`src/rtl/seg_scan_driver_pkg.sv`:
```
// Shared constants for the 7-segment scan driver: digit count,
// hex-to-segment table and the all-off patterns for each polarity.
package seg_pkg;

  localparam int DIGITS = 8;

  // gfedcba patterns, entry 0 at the LSB end
  localparam logic [15:0][6:0] HEX_SEG = {
    7'h71, 7'h79, 7'h5E, 7'h39,   // F E d C
    7'h7C, 7'h77, 7'h6F, 7'h7F,   // b A 9 8
    7'h07, 7'h7D, 7'h6D, 7'h66,   // 7 6 5 4
    7'h4F, 7'h5B, 7'h06, 7'h3F    // 3 2 1 0
  };

  localparam logic [7:0] SEG_OFF_LOW  = 8'hFF;
  localparam logic [7:0] SEG_OFF_HIGH = 8'h00;
  localparam logic [7:0] DIG_OFF_LOW  = 8'hFF;
  localparam logic [7:0] DIG_OFF_HIGH = 8'h00;

endpackage

```
`src/rtl/seg_scan_driver_hex_to_seg.sv`:
```
// Nibble to gfedcba decoder with a blank override (all segments off).
module hex_to_seg
  import seg_pkg::*;
(
  input  logic [3:0] nib,
  input  logic       blank,
  output logic [6:0] seg
);

  // Table lookup, forced dark when the digit is blanked
  always_comb begin
    seg = HEX_SEG[nib];
    if (blank) seg = 7'h00;
  end

endmodule

```
`src/rtl/seg_scan_driver.sv`:
```
// 8-digit multiplexed hex display driver. Four debug words are
// snapshotted on load and only become visible at a frame boundary, so
// a frame never shows a mix of old and new values.
// Build option: SEG_SCAN_LZB_EN enables leading-zero blanking per half.
module seg_scan_driver
  import seg_pkg::*;
#(
  parameter int CLK_DIV    = 50000,
  parameter bit ACTIVE_LOW = 1'b1
) (
  input  logic        clk,
  input  logic        rst,
  input  logic [15:0] in_a,
  input  logic [15:0] in_b,
  input  logic [15:0] in_c,
  input  logic [15:0] in_d,
  input  logic        load,
  input  logic        page,
  output logic        load_ack,
  output logic [7:0]  seg_out,
  output logic [7:0]  dig_sel
);

  localparam int PW = (CLK_DIV > 2) ? $clog2(CLK_DIV) : 1;
  localparam int DW = $clog2(DIGITS);
  localparam logic [PW-1:0] PRESC_MAX = PW'(CLK_DIV - 1);
  localparam logic [DW-1:0] DIG_LAST  = DW'(DIGITS - 1);
  localparam logic [7:0]    SEG_OFF   = ACTIVE_LOW ? SEG_OFF_LOW : SEG_OFF_HIGH;
  localparam logic [7:0]    DIG_OFF   = ACTIVE_LOW ? DIG_OFF_LOW : DIG_OFF_HIGH;

  logic [PW-1:0] presc;
  logic [DW-1:0] dig_idx;
  logic          tick;
  logic          frame_end;

  logic [15:0] sh_a, sh_b, sh_c, sh_d;
  logic [15:0] disp_a, disp_b, disp_c, disp_d;
  logic        pending;
  logic        page_q;

  logic [15:0] cur_word;
  logic [1:0]  nib_pos;
  logic [3:0]  nib;
  logic        blank;
  logic [6:0]  seg7;
  logic [7:0]  seg_raw;
  logic [7:0]  dig_raw;

  assign tick      = (presc == PRESC_MAX);
  assign frame_end = tick && (dig_idx == DIG_LAST);

  // Slot prescaler and digit scan counter
  always_ff @(posedge clk or posedge rst) begin
    if (rst) begin
      presc   <= '0;
      dig_idx <= '0;
    end else begin
      presc <= tick ? '0 : presc + 1'b1;
      if (tick) dig_idx <= dig_idx + 1'b1;
    end
  end

  // Snapshot handshake: shadow captures, display updates only at frame end.
  // A load on the boundary cycle bypasses the shadow straight to display.
  always_ff @(posedge clk or posedge rst) begin
    if (rst) begin
      sh_a     <= '0;
      sh_b     <= '0;
      sh_c     <= '0;
      sh_d     <= '0;
      disp_a   <= '0;
      disp_b   <= '0;
      disp_c   <= '0;
      disp_d   <= '0;
      pending  <= 1'b0;
      page_q   <= 1'b0;
      load_ack <= 1'b0;
    end else begin
      load_ack <= frame_end && (load || pending);
      if (frame_end) page_q <= page;
      if (load && frame_end) begin
        disp_a  <= in_a;
        disp_b  <= in_b;
        disp_c  <= in_c;
        disp_d  <= in_d;
        pending <= 1'b0;
      end else if (load) begin
        sh_a    <= in_a;
        sh_b    <= in_b;
        sh_c    <= in_c;
        sh_d    <= in_d;
        pending <= 1'b1;
      end else if (frame_end && pending) begin
        disp_a  <= sh_a;
        disp_b  <= sh_b;
        disp_c  <= sh_c;
        disp_d  <= sh_d;
        pending <= 1'b0;
      end
    end
  end

  // Select the word and nibble for the digit currently being scanned
  always_comb begin
    if (dig_idx[2]) cur_word = page_q ? disp_c : disp_a;
    else            cur_word = page_q ? disp_d : disp_b;
    nib_pos = dig_idx[1:0];
    nib     = cur_word[{nib_pos, 2'b00} +: 4];
`ifdef SEG_SCAN_LZB_EN
    // Blank when this nibble and everything above it in the half is zero;
    // the lowest digit of each half always shows.
    blank = (nib_pos != 2'd0) && ((cur_word >> {nib_pos, 2'b00}) == 16'h0000);
`else
    blank = 1'b0;
`endif
  end

  hex_to_seg u_hex_to_seg (
    .nib   (nib),
    .blank (blank),
    .seg   (seg7)
  );

  // Decimal point on digit 4 separates the two words
  always_comb begin
    seg_raw = {(dig_idx == DW'(4)), seg7};
    dig_raw = 8'h01 << dig_idx;
  end

  // Registered outputs with polarity applied at the flop
  always_ff @(posedge clk or posedge rst) begin
    if (rst) begin
      seg_out <= SEG_OFF;
      dig_sel <= DIG_OFF;
    end else begin
      seg_out <= ACTIVE_LOW ? ~seg_raw : seg_raw;
      dig_sel <= ACTIVE_LOW ? ~dig_raw : dig_raw;
    end
  end

endmodule

```
`config.mk`:
```
export PLATFORM = sky130hd
export DESIGN_NAME = seg_scan_driver
export DESIGN_NICKNAME = d
export VERILOG_FILES = /design/src/rtl/seg_scan_driver_pkg.sv /design/src/rtl/seg_scan_driver_hex_to_seg.sv /design/src/rtl/seg_scan_driver.sv
export SDC_FILE = /design/constraint.sdc
export NUM_CORES = 1
export LEC_CHECK = 0
export BUFFER_PORTS_ARGS = -buffer_cell sky130_fd_sc_hd__buf_2
export CAP_MARGIN = 0
export CELL_PAD_IN_SITES_DETAIL_PLACEMENT = 0
export CELL_PAD_IN_SITES_GLOBAL_PLACEMENT = 1
export CORE_MARGIN = 2
export CORE_UTILIZATION = 40
export CTS_BUF_LIST = sky130_fd_sc_hd__clkbuf_16
export DETAILED_ROUTE_END_ITERATION = 10
export PLACE_DENSITY = 0.81
export SLEW_MARGIN = 40
export SYNTH_ARGS = -nofsm -noshare
export SYNTH_HDL_FRONTEND = slang
export SYNTH_SLANG_ARGS = --single-unit
```
`constraint.sdc`:
```
create_clock -name clk -period 10.3 [get_ports clk]
set_input_delay 1.03 -clock clk [delete_from_list [all_inputs] [get_ports clk]]
set_output_delay 1.03 -clock clk [all_outputs]
set_load 0.1 [all_outputs]
```
==> flow_metrics.env <==
export IMPL_status="completed"
export IMPL_grt_max_degree=129
export IMPL_min_period_ns=2.68
export IMPL_num_antenna_cells=0
export IMPL_ys_async_sr_fraction_pct=100
export IMPL_combinationalPowerShare_pct=6.4
export IMPL_cts_buffer_depth=2
export IMPL_setup_violations=0
export IMPL_report_final_slew_viol_count=0
export IMPL_layout_drive_gt1_share_pct=31.3
export IMPL_ff_latch_area_um2=4150
export IMPL_fillers=1680
export IMPL_p_sw_share_pct=23.4
export IMPL_synth_ff_latch_count=165
export IMPL_path_common_cell="inv_1"
export IMPL_core_um2=18000
export IMPL_htreeDepth=4
export IMPL_crit_arrival_ns=3.03
export IMPL_drv_cap=0
export IMPL_synthCells=614
export IMPL_grt_usage_pct=17.3
export IMPL_clk_latency_ns=0.43
export IMPL_cts_setup_buffers=0
export IMPL_ys_types=44
export IMPL_rsz0062_at_grt="false"
export IMPL_hpwl_um=11100
export IMPL_rows=49
export IMPL_grt_pass1_wl_um=26600
export IMPL_p_sw_w=0.000321
export IMPL_drc=0
export IMPL_cp_slowest_cell="dfrtp_1"
export IMPL_hold_violations=0
export IMPL_clk_pin_slew_ns=0.06
export IMPL_num_io_pins=85
export IMPL_ctsHoldBuffers=0
export IMPL_syn_area_um2=7350
export IMPL_cts_sinks=165
export IMPL_cts_tree="done"
export IMPL_fin_tns_setup_ns=0
export IMPL_grt_ovfl_total=0
export IMPL_synth_area_per_cell_um2=12.0
export IMPL_drtAntennaViolNets=0
export IMPL_cts_buffers_inserted=17
export IMPL_synth_top_area_share_pct=51.1
export IMPL_required_ns=10.64
export IMPL_drt_iter0_markers=366
export IMPL_critPathMaxFanout=17
export IMPL_tightest_slew_ns=0.767
export IMPL_cellPowerDensity_nw_per_um2=162
export IMPL_placed_area_um2=7890
export IMPL_yosys_warnings=0
export IMPL_wirelength_um=16300
export IMPL_clock_skew_ns=0.0130
export IMPL_vias_per_cell=5.41
export IMPL_min_path_type="reg -> reg"
export IMPL_die_y_um=140
export IMPL_layout_common_cells="dfrtp_1 (149), buf_2 (84), nand2_1 (82)"
export IMPL_power_frac_clock_pct=43.5
export IMPL_synth_edff_count=0
export IMPL_routedWlPerCell_um=17.7
export IMPL_cts_root_buf="clkbuf_16"
export IMPL_initial_core_util_pct=40.8
export IMPL_multi_input_area_um2=2950
export IMPL_synthToLayoutAreaGrowth_pct=14.9
export IMPL_post_cts_resized=0
export IMPL_path_class="reg -> reg"
export IMPL_ys_top_cells_by_area="dfrtp_1 (51%), mux2_2 (10%), o22ai_1 (5.7%)"
export IMPL_io_buffers=84
export IMPL_path_cells="mux4_2 > a22oi_1 > nand3_1 > inv_1 > ha_1 > inv_1 > mux2i_1 > a32o_2"
export IMPL_final_area_um2=8450
export IMPL_cp_start_kind="flop"
export IMPL_grt_pass1_vias=5132
export IMPL_ir_drop_uv=125
export IMPL_ys_seq_area_share_pct=56.4
export IMPL_critPathCaptureType="flop"
export IMPL_maxSlewHeadroom_pct=48.9
export IMPL_drt_pre_antenna_iters=4
export IMPL_ys_flop_type="dfrtp_1"
export IMPL_gp_congestion=0.859
export IMPL_r2r_slack_ns=7.62
export IMPL_final_common_cell="dfrtp_1"
export IMPL_cpPeakStageDelay_ns=0.77
export IMPL_floorplan_die_area_um2=19500
export IMPL_p_int_w=0.00105
export IMPL_die_x_um=140
export IMPL_fmax_mhz=373
export IMPL_syn_num_nets=695
export IMPL_yosysTopAreaCell="dfrtp_1"
export IMPL_nNetsFinal=759
export IMPL_power_frac_seq_pct=50.2
export IMPL_leakagePower_nw=3.69
export IMPL_grt_antenna_before_repair=0
export IMPL_vias=4980
export IMPL_hold_ws_ns=0.457
export IMPL_period_share_pct=26.1
cell type report:
class | instances | area share (%)
Clock buffer | 17 | 5.03
Clock inverter | 15 | 1.54
Inverter | 13 | 0.696
Multi-Input combinational cell | 394 | 34.9
Sequential cell | 165 | 49.1
Tap cell | 229 | 3.39
Timing Repair Buffer | 87 | 5.37
final timing paths:
kind	start	end	depth (start not counted)
setup / recovery	page_q	seg_out[1]	8
hold / removal	presc[0]	presc[0]	1
setup reg to reg	page_q	seg_out[1]	8
hold reg to reg	presc[0]	presc[0]	1
max in group asynchronous	rst	sh_c[14]	3
min in group asynchronous	rst	presc[5]	2
per-stage QoR:
stage | power (W) | util, % | instances | worst slack [ns]
2_1_floorplan | 0.000752 | - | 614 | 4.83
3_5_place_dp | 0.000787 | 43.8 | 888 | 7.61
6_report | 0.00137 | 46.9 | 920 | 7.62
4_1_cts | 0.00138 | 46.8 | 920 | 7.60
3_3_place_gp | 0.000783 | 43.7 | 888 | 7.26
5_1_grt | 0.00143 | 46.9 | 920 | 7.46
Yosys cell counts, drive strengths merged (2+ instances only):
cell / number
dfrtp: 150
nand2: 83
o22ai: 67
o21ai: 66
mux2: 65
buf: 24
clkbuf: 18
mux4: 16
dfstp: 15
nor2: 15
ha: 13
inv: 13
nand3: 13
xnor2: 11
mux2i: 7
and4: 4
nor2b: 4
xor2: 4
a22oi: 3
and3: 3
nand4: 3
a21oi: 2
and2: 2
nor4b: 2
worst max-delay path: cells and delay by family (launching register included):
kind	cells	cell delay, ns
AO/OA/AOI/OAI	2	0.46
multiplexers	2	0.64
AND/OR/NAND/NOR	1	0.23
adder cells (fa/ha/maj)	1	0.25
buffers and inverters	2	0.25
flip-flops	1	0.77
power groups by stage:
stage / clock network (W) / registers [W] / logic [W]
floorplan: 0 / 0.000694 / 0.0000583
global placement: 0 / 0.000697 / 0.0000854
detailed placement: 0 / 0.000699 / 0.0000887
CTS: 0.000609 / 0.000687 / 0.0000890
global route: 0.000638 / 0.000690 / 0.0000969
finish: 0.000596 / 0.000687 / 0.0000871
cell families (layout without fill, tap and decap cells):
| family | after synthesis | count (layout) | share of synthesized area [%] |
|---|---|---|---|
| AO/OA/AOI/OAI | 142 | 142 | 11.3 |
| XOR/XNOR | 15 | 15 | 1.79 |
| adder cells (fa/ha/maj) | 13 | 13 | 2.21 |
| buffers and inverters | 55 | 132 | 3.54 |
| flip-flops | 165 | 165 | 56.4 |
| multiplexers | 88 | 88 | 16.2 |
| AND/OR/NAND/NOR | 136 | 136 | 8.56 |
per-layer routing:
metal / part of all wire, % / GRT usage [%]
met1: 44 / 23.0
met4: 2.3 / 7.00
met2: 50 / 28.1
met3: 4.4 / 3.41
met5: 0 / 0
flip-flops by register name, indices dropped and copies added, names as in the netlist:
| signal | count |
|---|---|
| disp_d | 16 |
| disp_b | 16 |
| load_ack | 1 |
| presc | 16 |
| dig_idx | 3 |
| disp_a | 16 |
| seg_out | 7 |
| sh_d | 16 |
| pending | 1 |
| disp_c | 16 |
| sh_a | 16 |
| sh_c | 16 |
| page_q | 1 |
| sh_b | 16 |
| dig_sel | 8 |
(Power assumes the default switching activity.)
